File: src/rtl/instr_encoder_if.sv
// Request/response bundle for the RV32I instruction encoder.
// The encoder side uses the slave modport; the producer/consumer side uses master.
interface instr_encoder_if;
    logic        in_valid_i;
    logic        in_ready_o;
    logic [2:0]  fmt_i;
    logic [6:0]  opcode_i;
    logic [4:0]  rd_i;
    logic [4:0]  rs1_i;
    logic [4:0]  rs2_i;
    logic [2:0]  funct3_i;
    logic [6:0]  funct7_i;
    logic [31:0] imm_i;
    logic        out_valid_o;
    logic        out_ready_i;
    logic [31:0] instr_o;
    logic        err_o;
    logic [1:0]  err_code_o;
    logic [15:0] count_o;

    modport slave (
        input  in_valid_i, fmt_i, opcode_i, rd_i, rs1_i, rs2_i,
               funct3_i, funct7_i, imm_i, out_ready_i,
        output in_ready_o, out_valid_o, instr_o, err_o, err_code_o, count_o
    );

    modport master (
        output in_valid_i, fmt_i, opcode_i, rd_i, rs1_i, rs2_i,
               funct3_i, funct7_i, imm_i, out_ready_i,
        input  in_ready_o, out_valid_o, instr_o, err_o, err_code_o, count_o
    );
endinterface

File: src/rtl/instr_encoder.sv
// Two-stage RV32I instruction encoder: S1 holds request fields and feeds the
// format/range checks, S2 holds the encoded word and error status for the consumer.
module instr_encoder (
    input  logic           clk_i,
    input  logic           rst_i,
    instr_encoder_if.slave bus
);
    typedef enum logic [2:0] {
        FMT_I     = 3'd0,
        FMT_SHIFT = 3'd1,
        FMT_S     = 3'd2,
        FMT_B     = 3'd3,
        FMT_U     = 3'd4,
        FMT_J     = 3'd5
    } fmt_e;

    typedef enum logic [1:0] {
        ERR_NONE     = 2'd0,
        ERR_RANGE    = 2'd1,
        ERR_MISALIGN = 2'd2,
        ERR_ILLEGAL  = 2'd3
    } err_e;

    localparam logic [31:0] NOP_WORD = 32'h0000_0013;

    logic        s1_valid_q,  s1_valid_d;
    logic [2:0]  s1_fmt_q,    s1_fmt_d;
    logic [6:0]  s1_opcode_q, s1_opcode_d;
    logic [4:0]  s1_rd_q,     s1_rd_d;
    logic [4:0]  s1_rs1_q,    s1_rs1_d;
    logic [4:0]  s1_rs2_q,    s1_rs2_d;
    logic [2:0]  s1_funct3_q, s1_funct3_d;
    logic [6:0]  s1_funct7_q, s1_funct7_d;
    logic [31:0] s1_imm_q,    s1_imm_d;

    logic        out_valid_q, out_valid_d;
    logic [31:0] instr_q,     instr_d;
    logic        err_q,       err_d;
    logic [1:0]  err_code_q,  err_code_d;
    logic [15:0] count_q,     count_d;

    logic        s2_adv;
    logic        in_ready;
    logic        fits_12;
    logic        fits_13;
    logic        fits_21;
    logic        range_err;
    logic        misaligned;
    logic        legal;
    logic [31:0] enc_word;
    logic [1:0]  enc_err;

    // Signed-range tests reduce to "all bits above the field are a sign copy".
    assign fits_12 = (&s1_imm_q[31:11]) | ~(|s1_imm_q[31:11]);
    assign fits_13 = (&s1_imm_q[31:12]) | ~(|s1_imm_q[31:12]);
    assign fits_21 = (&s1_imm_q[31:20]) | ~(|s1_imm_q[31:20]);

    always_comb begin
        enc_word   = '0;
        range_err  = 1'b0;
        misaligned = 1'b0;
        legal      = 1'b1;
        case (s1_fmt_q)
            FMT_I: begin
                enc_word  = {s1_imm_q[11:0], s1_rs1_q, s1_funct3_q, s1_rd_q, s1_opcode_q};
                range_err = !fits_12;
            end
            FMT_SHIFT: begin
                enc_word  = {s1_funct7_q, s1_imm_q[4:0], s1_rs1_q, s1_funct3_q, s1_rd_q,
                             s1_opcode_q};
                range_err = |s1_imm_q[31:5];
            end
            FMT_S: begin
                enc_word  = {s1_imm_q[11:5], s1_rs2_q, s1_rs1_q, s1_funct3_q, s1_imm_q[4:0],
                             s1_opcode_q};
                range_err = !fits_12;
            end
            FMT_B: begin
                enc_word   = {s1_imm_q[12], s1_imm_q[10:5], s1_rs2_q, s1_rs1_q, s1_funct3_q,
                              s1_imm_q[4:1], s1_imm_q[11], s1_opcode_q};
                range_err  = !fits_13;
                misaligned = s1_imm_q[0];
            end
            FMT_U: begin
                enc_word  = {s1_imm_q[31:12], s1_rd_q, s1_opcode_q};
                range_err = |s1_imm_q[11:0];
            end
            FMT_J: begin
                enc_word   = {s1_imm_q[20], s1_imm_q[10:1], s1_imm_q[11], s1_imm_q[19:12],
                              s1_rd_q, s1_opcode_q};
                range_err  = !fits_21;
                misaligned = s1_imm_q[0];
            end
            default: legal = 1'b0;
        endcase

        if (!legal) begin
            enc_err = ERR_ILLEGAL;
        end else if (misaligned) begin
            enc_err = ERR_MISALIGN;
        end else if (range_err) begin
            enc_err = ERR_RANGE;
        end else begin
            enc_err = ERR_NONE;
        end
    end

    always_comb begin
        s2_adv   = !out_valid_q || bus.out_ready_i;
        in_ready = !s1_valid_q || s2_adv;

        s1_valid_d  = s1_valid_q;
        s1_fmt_d    = s1_fmt_q;
        s1_opcode_d = s1_opcode_q;
        s1_rd_d     = s1_rd_q;
        s1_rs1_d    = s1_rs1_q;
        s1_rs2_d    = s1_rs2_q;
        s1_funct3_d = s1_funct3_q;
        s1_funct7_d = s1_funct7_q;
        s1_imm_d    = s1_imm_q;
        out_valid_d = out_valid_q;
        instr_d     = instr_q;
        err_d       = err_q;
        err_code_d  = err_code_q;
        count_d     = count_q;

        if (in_ready) begin
            s1_valid_d = bus.in_valid_i;
            if (bus.in_valid_i) begin
                s1_fmt_d    = bus.fmt_i;
                s1_opcode_d = bus.opcode_i;
                s1_rd_d     = bus.rd_i;
                s1_rs1_d    = bus.rs1_i;
                s1_rs2_d    = bus.rs2_i;
                s1_funct3_d = bus.funct3_i;
                s1_funct7_d = bus.funct7_i;
                s1_imm_d    = bus.imm_i;
            end
        end

        // Output registers only load on a real S1->S2 move, so they keep the
        // last delivered word while the pipeline is empty.
        if (s2_adv) begin
            out_valid_d = s1_valid_q;
            if (s1_valid_q) begin
                err_d      = (enc_err != ERR_NONE);
                err_code_d = enc_err;
                instr_d    = (enc_err != ERR_NONE) ? NOP_WORD : enc_word;
            end
        end

        if (out_valid_q && bus.out_ready_i && !err_q && (count_q != '1)) begin
            count_d = count_q + 16'd1;
        end
    end

    always_ff @(posedge clk_i) begin
        if (rst_i) begin
            s1_valid_q  <= 1'b0;
            s1_fmt_q    <= '0;
            s1_opcode_q <= '0;
            s1_rd_q     <= '0;
            s1_rs1_q    <= '0;
            s1_rs2_q    <= '0;
            s1_funct3_q <= '0;
            s1_funct7_q <= '0;
            s1_imm_q    <= '0;
            out_valid_q <= 1'b0;
            instr_q     <= '0;
            err_q       <= 1'b0;
            err_code_q  <= '0;
            count_q     <= '0;
        end else begin
            s1_valid_q  <= s1_valid_d;
            s1_fmt_q    <= s1_fmt_d;
            s1_opcode_q <= s1_opcode_d;
            s1_rd_q     <= s1_rd_d;
            s1_rs1_q    <= s1_rs1_d;
            s1_rs2_q    <= s1_rs2_d;
            s1_funct3_q <= s1_funct3_d;
            s1_funct7_q <= s1_funct7_d;
            s1_imm_q    <= s1_imm_d;
            out_valid_q <= out_valid_d;
            instr_q     <= instr_d;
            err_q       <= err_d;
            err_code_q  <= err_code_d;
            count_q     <= count_d;
        end
    end

    assign bus.in_ready_o  = in_ready;
    assign bus.out_valid_o = out_valid_q;
    assign bus.instr_o     = instr_q;
    assign bus.err_o       = err_q;
    assign bus.err_code_o  = err_code_q;
    assign bus.count_o     = count_q;
endmodule

File: src/flat_wrapper.sv
// flat-port wrapper written by rule: the top's interface ports become plain ports
module instr_encoder_flat 
  (clk_i, rst_i, bus_in_valid_i, bus_fmt_i, bus_opcode_i, bus_rd_i, bus_rs1_i, bus_rs2_i, bus_funct3_i, bus_funct7_i, bus_imm_i, bus_out_ready_i, bus_in_ready_o, bus_out_valid_o, bus_instr_o, bus_err_o, bus_err_code_o, bus_count_o);
  instr_encoder_if bus_i ();
  input  logic clk_i;
  input  logic rst_i;
  input wire logic [$bits(bus_i.in_valid_i)-1:0] bus_in_valid_i;
  input wire logic [$bits(bus_i.fmt_i)-1:0] bus_fmt_i;
  input wire logic [$bits(bus_i.opcode_i)-1:0] bus_opcode_i;
  input wire logic [$bits(bus_i.rd_i)-1:0] bus_rd_i;
  input wire logic [$bits(bus_i.rs1_i)-1:0] bus_rs1_i;
  input wire logic [$bits(bus_i.rs2_i)-1:0] bus_rs2_i;
  input wire logic [$bits(bus_i.funct3_i)-1:0] bus_funct3_i;
  input wire logic [$bits(bus_i.funct7_i)-1:0] bus_funct7_i;
  input wire logic [$bits(bus_i.imm_i)-1:0] bus_imm_i;
  input wire logic [$bits(bus_i.out_ready_i)-1:0] bus_out_ready_i;
  output wire logic [$bits(bus_i.in_ready_o)-1:0] bus_in_ready_o;
  output wire logic [$bits(bus_i.out_valid_o)-1:0] bus_out_valid_o;
  output wire logic [$bits(bus_i.instr_o)-1:0] bus_instr_o;
  output wire logic [$bits(bus_i.err_o)-1:0] bus_err_o;
  output wire logic [$bits(bus_i.err_code_o)-1:0] bus_err_code_o;
  output wire logic [$bits(bus_i.count_o)-1:0] bus_count_o;
  assign bus_i.in_valid_i = bus_in_valid_i;
  assign bus_i.fmt_i = bus_fmt_i;
  assign bus_i.opcode_i = bus_opcode_i;
  assign bus_i.rd_i = bus_rd_i;
  assign bus_i.rs1_i = bus_rs1_i;
  assign bus_i.rs2_i = bus_rs2_i;
  assign bus_i.funct3_i = bus_funct3_i;
  assign bus_i.funct7_i = bus_funct7_i;
  assign bus_i.imm_i = bus_imm_i;
  assign bus_i.out_ready_i = bus_out_ready_i;
  assign bus_in_ready_o = bus_i.in_ready_o;
  assign bus_out_valid_o = bus_i.out_valid_o;
  assign bus_instr_o = bus_i.instr_o;
  assign bus_err_o = bus_i.err_o;
  assign bus_err_code_o = bus_i.err_code_o;
  assign bus_count_o = bus_i.count_o;
  instr_encoder u_core (.clk_i(clk_i), .rst_i(rst_i), .bus(bus_i));
endmodule
File: config.mk
export PLATFORM = sky130hd
export DESIGN_NAME = instr_encoder_flat
export DESIGN_NICKNAME = d
export VERILOG_FILES = /design/src/rtl/instr_encoder_if.sv /design/src/rtl/instr_encoder.sv /design/src/flat_wrapper.sv
export SDC_FILE = /design/constraint.sdc
export NUM_CORES = 1
export LEC_CHECK = 0
export ABC_AREA = 1
export BUFFER_PORTS_ARGS = -buffer_cell sky130_fd_sc_hd__clkbuf_2
export CAP_MARGIN = 15
export CORE_ASPECT_RATIO = 1.5
export CORE_MARGIN = 10
export CORE_UTILIZATION = 30
export CTS_CLUSTER_DIAMETER = 150
export DETAILED_ROUTE_END_ITERATION = 8
export PLACE_DENSITY = 0.6
export RECOVER_POWER = 50
export SLEW_MARGIN = 40
export SYNTH_ARGS = -nofsm -noshare
export SYNTH_HDL_FRONTEND = slang
export SYNTH_SLANG_ARGS = --single-unit
File: constraint.sdc
create_clock -name clk_i -period 2.5 [get_ports clk_i]
set_input_delay 0.5 -clock clk_i [delete_from_list [all_inputs] [get_ports clk_i]]
set_output_delay 0.5 -clock clk_i [all_outputs]
set_load 0.1 [all_outputs]
==> out/qor.csv <==
stage,metric,value,unit
die,die-area,0.0237,mm2
route,dr.pass1.iters,8,
route,drt_first_iter_violations,283,
timing,post-route-period-util,85.8,%
logic_synthesis,synth_top_area_share,44.8,%
clock_tree,h-tree-depth,4,
cells_and_area,n_antenna_cell,0,
route,ant_nets,0,
timing,final_hold_viol_count,0,
pwr,combPwrFrac,12.7,%
cells_and_area,drive_above_1_share,18.8,%
die,row_count,59,
critical_path,path_buf_inv,1,
grt,grt.overflow.total,0,
pwr,seqPwrFrac,40.7,%
route,detail_route.wl_per_cell,16.8,um
logic_synthesis,yosys_most_used_dff,dfxtp_1,
pwr,power,0.00515,W
clock_tree,cts_tree,done,
timing,drv_slew,0,
grt,grt_pass1_vias,5363,
grt,grt_max_degree,52,
clock_tree,clk_path_buf_depth,2,
critical_path,critPathCaptureType,primary output,
placement,gp_congestion,0.924,
hold_path,holdCritPathClass,in2reg,
pwr,clockPowerShare,46.6,%
placement,dp_slack,0.393,ns
logic_synthesis,yosys.cell_count.top_type,dfxtp_1,
timing,timing.fmax,0.466,GHz
clock_tree,ctsHoldBuffers,0,
pwr,p_per_area,768,mW/mm2
placement,dp.cells,1064,
grt,grt_pass1_wl,28500,um
timing,worst_slack,0.356,ns
route,route.vias.total,5383,
route,vias_per_cell,4.91,
pwr,power_leakage,2.74,nW
logic_synthesis,synth_enable_flop_cells,0,
timing,finalClockSkew,0.00933,ns
clock_tree,worstSkewPairLatency,0.42,ns
route,routed_wl,18400,um
clock_tree,cts_inserted_buffers,17,
critical_path,cp.arrival,1.64,ns
flow_run,cap_violations,0,
cells_and_area,synthToLayoutAreaGrowth,25.0,%
critical_path,slowest_stage,clkbuf_1,
timing,setup_viol,0,
timing,fin_setup_tns,0,ns
die,core_region_area,0.0174,mm2
die,fp.dieW,129,um
logic_synthesis,avgSynthCellArea,7.09,um2
logic_synthesis,synth_fp_nets,828,
logic_synthesis,synth_area,0.00536,mm2
pwr,peakVddDrop,0.000371,V
grt,antenna_found_initial,0,
clock_tree,cts_root_buf,clkbuf_16,
critical_path,max_stage_delay,0.90,ns
cells_and_area,final_nets,942,
timing,fin_crit,2.14,ns
critical_path,crit_chain,clkbuf_1,
critical_path,required,2.00,ns
logic_synthesis,synth.cells.most_frequent,"dfxtp_1, nand2_1, nor2_1",
die,die_h,184,um
die,boundaryPins,124,
logic_synthesis,yosys.area.top_type,dfxtp_1,
critical_path,crit_fanout,2,
logic_synthesis,ys.warnings.count,0,
logic_synthesis,synth-seq-cells,120,
status,status,finished clean,
grt,grt_usage,15.4,%
critical_path,cpLargestDelayFamily,buffers and inverters,
clock_tree,cts_setup_buffers,0,
logic_synthesis,netlist_instances,756,
clock_tree,cts_resized,0,
pwr,internal_power,0.00371,W
die,initial_core_util,30.8,%
critical_path,startpoint_type,flip-flop,
critical_path,path_class,reg2out,
clock_tree,path_clk_slew,0.06,ns
pwr,switching_share,28.0,%
placement,dp_hpwl,14200,um
logic_synthesis,synth_cell_types,34,
pwr,p_sw,0.00144,W
critical_path,rrSetupSlack,0.38,ns
logic_synthesis,yosysSeqAreaShare,44.8,%
placement,portBuffers,123,
route,drc,0,
timing,slew_headroom,11.3,%
logic_synthesis,async_reset_ff_share,0,%
timing,worst_pin_slew,1.33,ns
timing,rsz0062_at_grt,no,
cells_and_area,final_cells,1096,
clock_tree,clkSinkCount,120,
logic_synthesis,synth_area_leaders,"dfxtp_1, nand2_1, nor2_1, a21oi_1, o21ai_0",
==> cell families (layout without fill, tap and decap cells) <==
kind of cell             after synthesis  count (layout)  synth area share (%)
adder cells (fa/ha/maj)                1               1                 0.233
XOR/XNOR                               4               4                 0.654
AND/OR/NAND/NOR                      306             306                  24.8
buffers and inverters                121             248                  9.29
flip-flops                           120             120                  44.8
AO/OA/AOI/OAI                        204             204                  20.1
==> per-layer routing <==
layer  track usage, %  part of all wire, %  vias to the layer above
li1                 -                    -                     2744
met1             16.2                   40                     2452
met3             5.08                  5.9                       33
met5                0                    0                        -
met4             7.90                  3.7                        0
met2             26.8                   51                      154
==> worst min-delay path: stages <==
cell	delay [ns]
clkbuf_2	0.07
o21ai_0	0.07
nor2_1	0.08
==> metrics by stage <==
stage	area [um2]	hold slack [ns]	utilization, %
after floorplan	5370	0.430	-
after global placement	6180	0.449	35.5
after detailed placement	6180	0.451	35.5
after CTS	6770	0.324	38.8
after global routing	6700	0.342	38.5
final	6700	0.338	38.5
==> path summary, 6_finish.rpt <==
kind                                              from                     to  cells past startpoint
worst max register to register      u_core.s1_fmt_q[2]  u_core.bus.instr_o[1]                      9
worst max-delay path            u_core.bus.instr_o[29]        bus_instr_o[29]                      1
worst min register to register   u_core.s1_funct3_q[1]  u_core.s1_funct3_q[1]                      2
worst min-delay path                   bus_opcode_i[1]  u_core.s1_opcode_q[1]                      3
==> flip-flops by register name (all words and copies together), names as in the netlist <==
signal,count
u_core.bus.count_o,16
u_core.bus.err_code_o,2
u_core.bus.err_o,1
u_core.bus.instr_o,32
u_core.bus.out_valid_o,1
u_core.s1_fmt_q,3
u_core.s1_funct3_q,3
u_core.s1_funct7_q,7
u_core.s1_imm_q,32
u_core.s1_opcode_q,7
u_core.s1_rd_q,5
u_core.s1_rs1_q,5
u_core.s1_rs2_q,5
u_core.s1_valid_q,1
==> area by class of cell <==
| type | count | area [um2] |
|---|---|---|
| fill | 1909 | 10700 |
| inverter | 78 | 293 |
| multi-input combinational | 515 | 2460 |
| sequential | 120 | 2400 |
| tap | 213 | 267 |
| timing repair buffer | 138 | 697 |
| clock inverter | 12 | 126 |
| clock buffer | 20 | 457 |
==> power by group through the flow <==
stage	Sequential [W]	Combinational [W]	Clock, W
after global placement	0.00213	0.000660	0
after CTS	0.00209	0.000666	0.00244
after detailed placement	0.00213	0.000664	0
after global routing	0.00210	0.000721	0.00253
final	0.00209	0.000653	0.00240
after floorplan	0.00223	0.000349	0
==> cells in the final DEF (no fill, tap or decap), types with 12 or more instances in the layout <==
master       n
nand4_1     33
nand3_1     25
nor2_1     116
clkbuf_16   17
o22ai_1     12
a21oi_1     86
clkbuf_2   113
inv_1       73
dfxtp_1    120
nand2_1    116
clkbuf_1    16
o21ai_0     85
No activity file was read; power rests on OpenSTA's default activity.
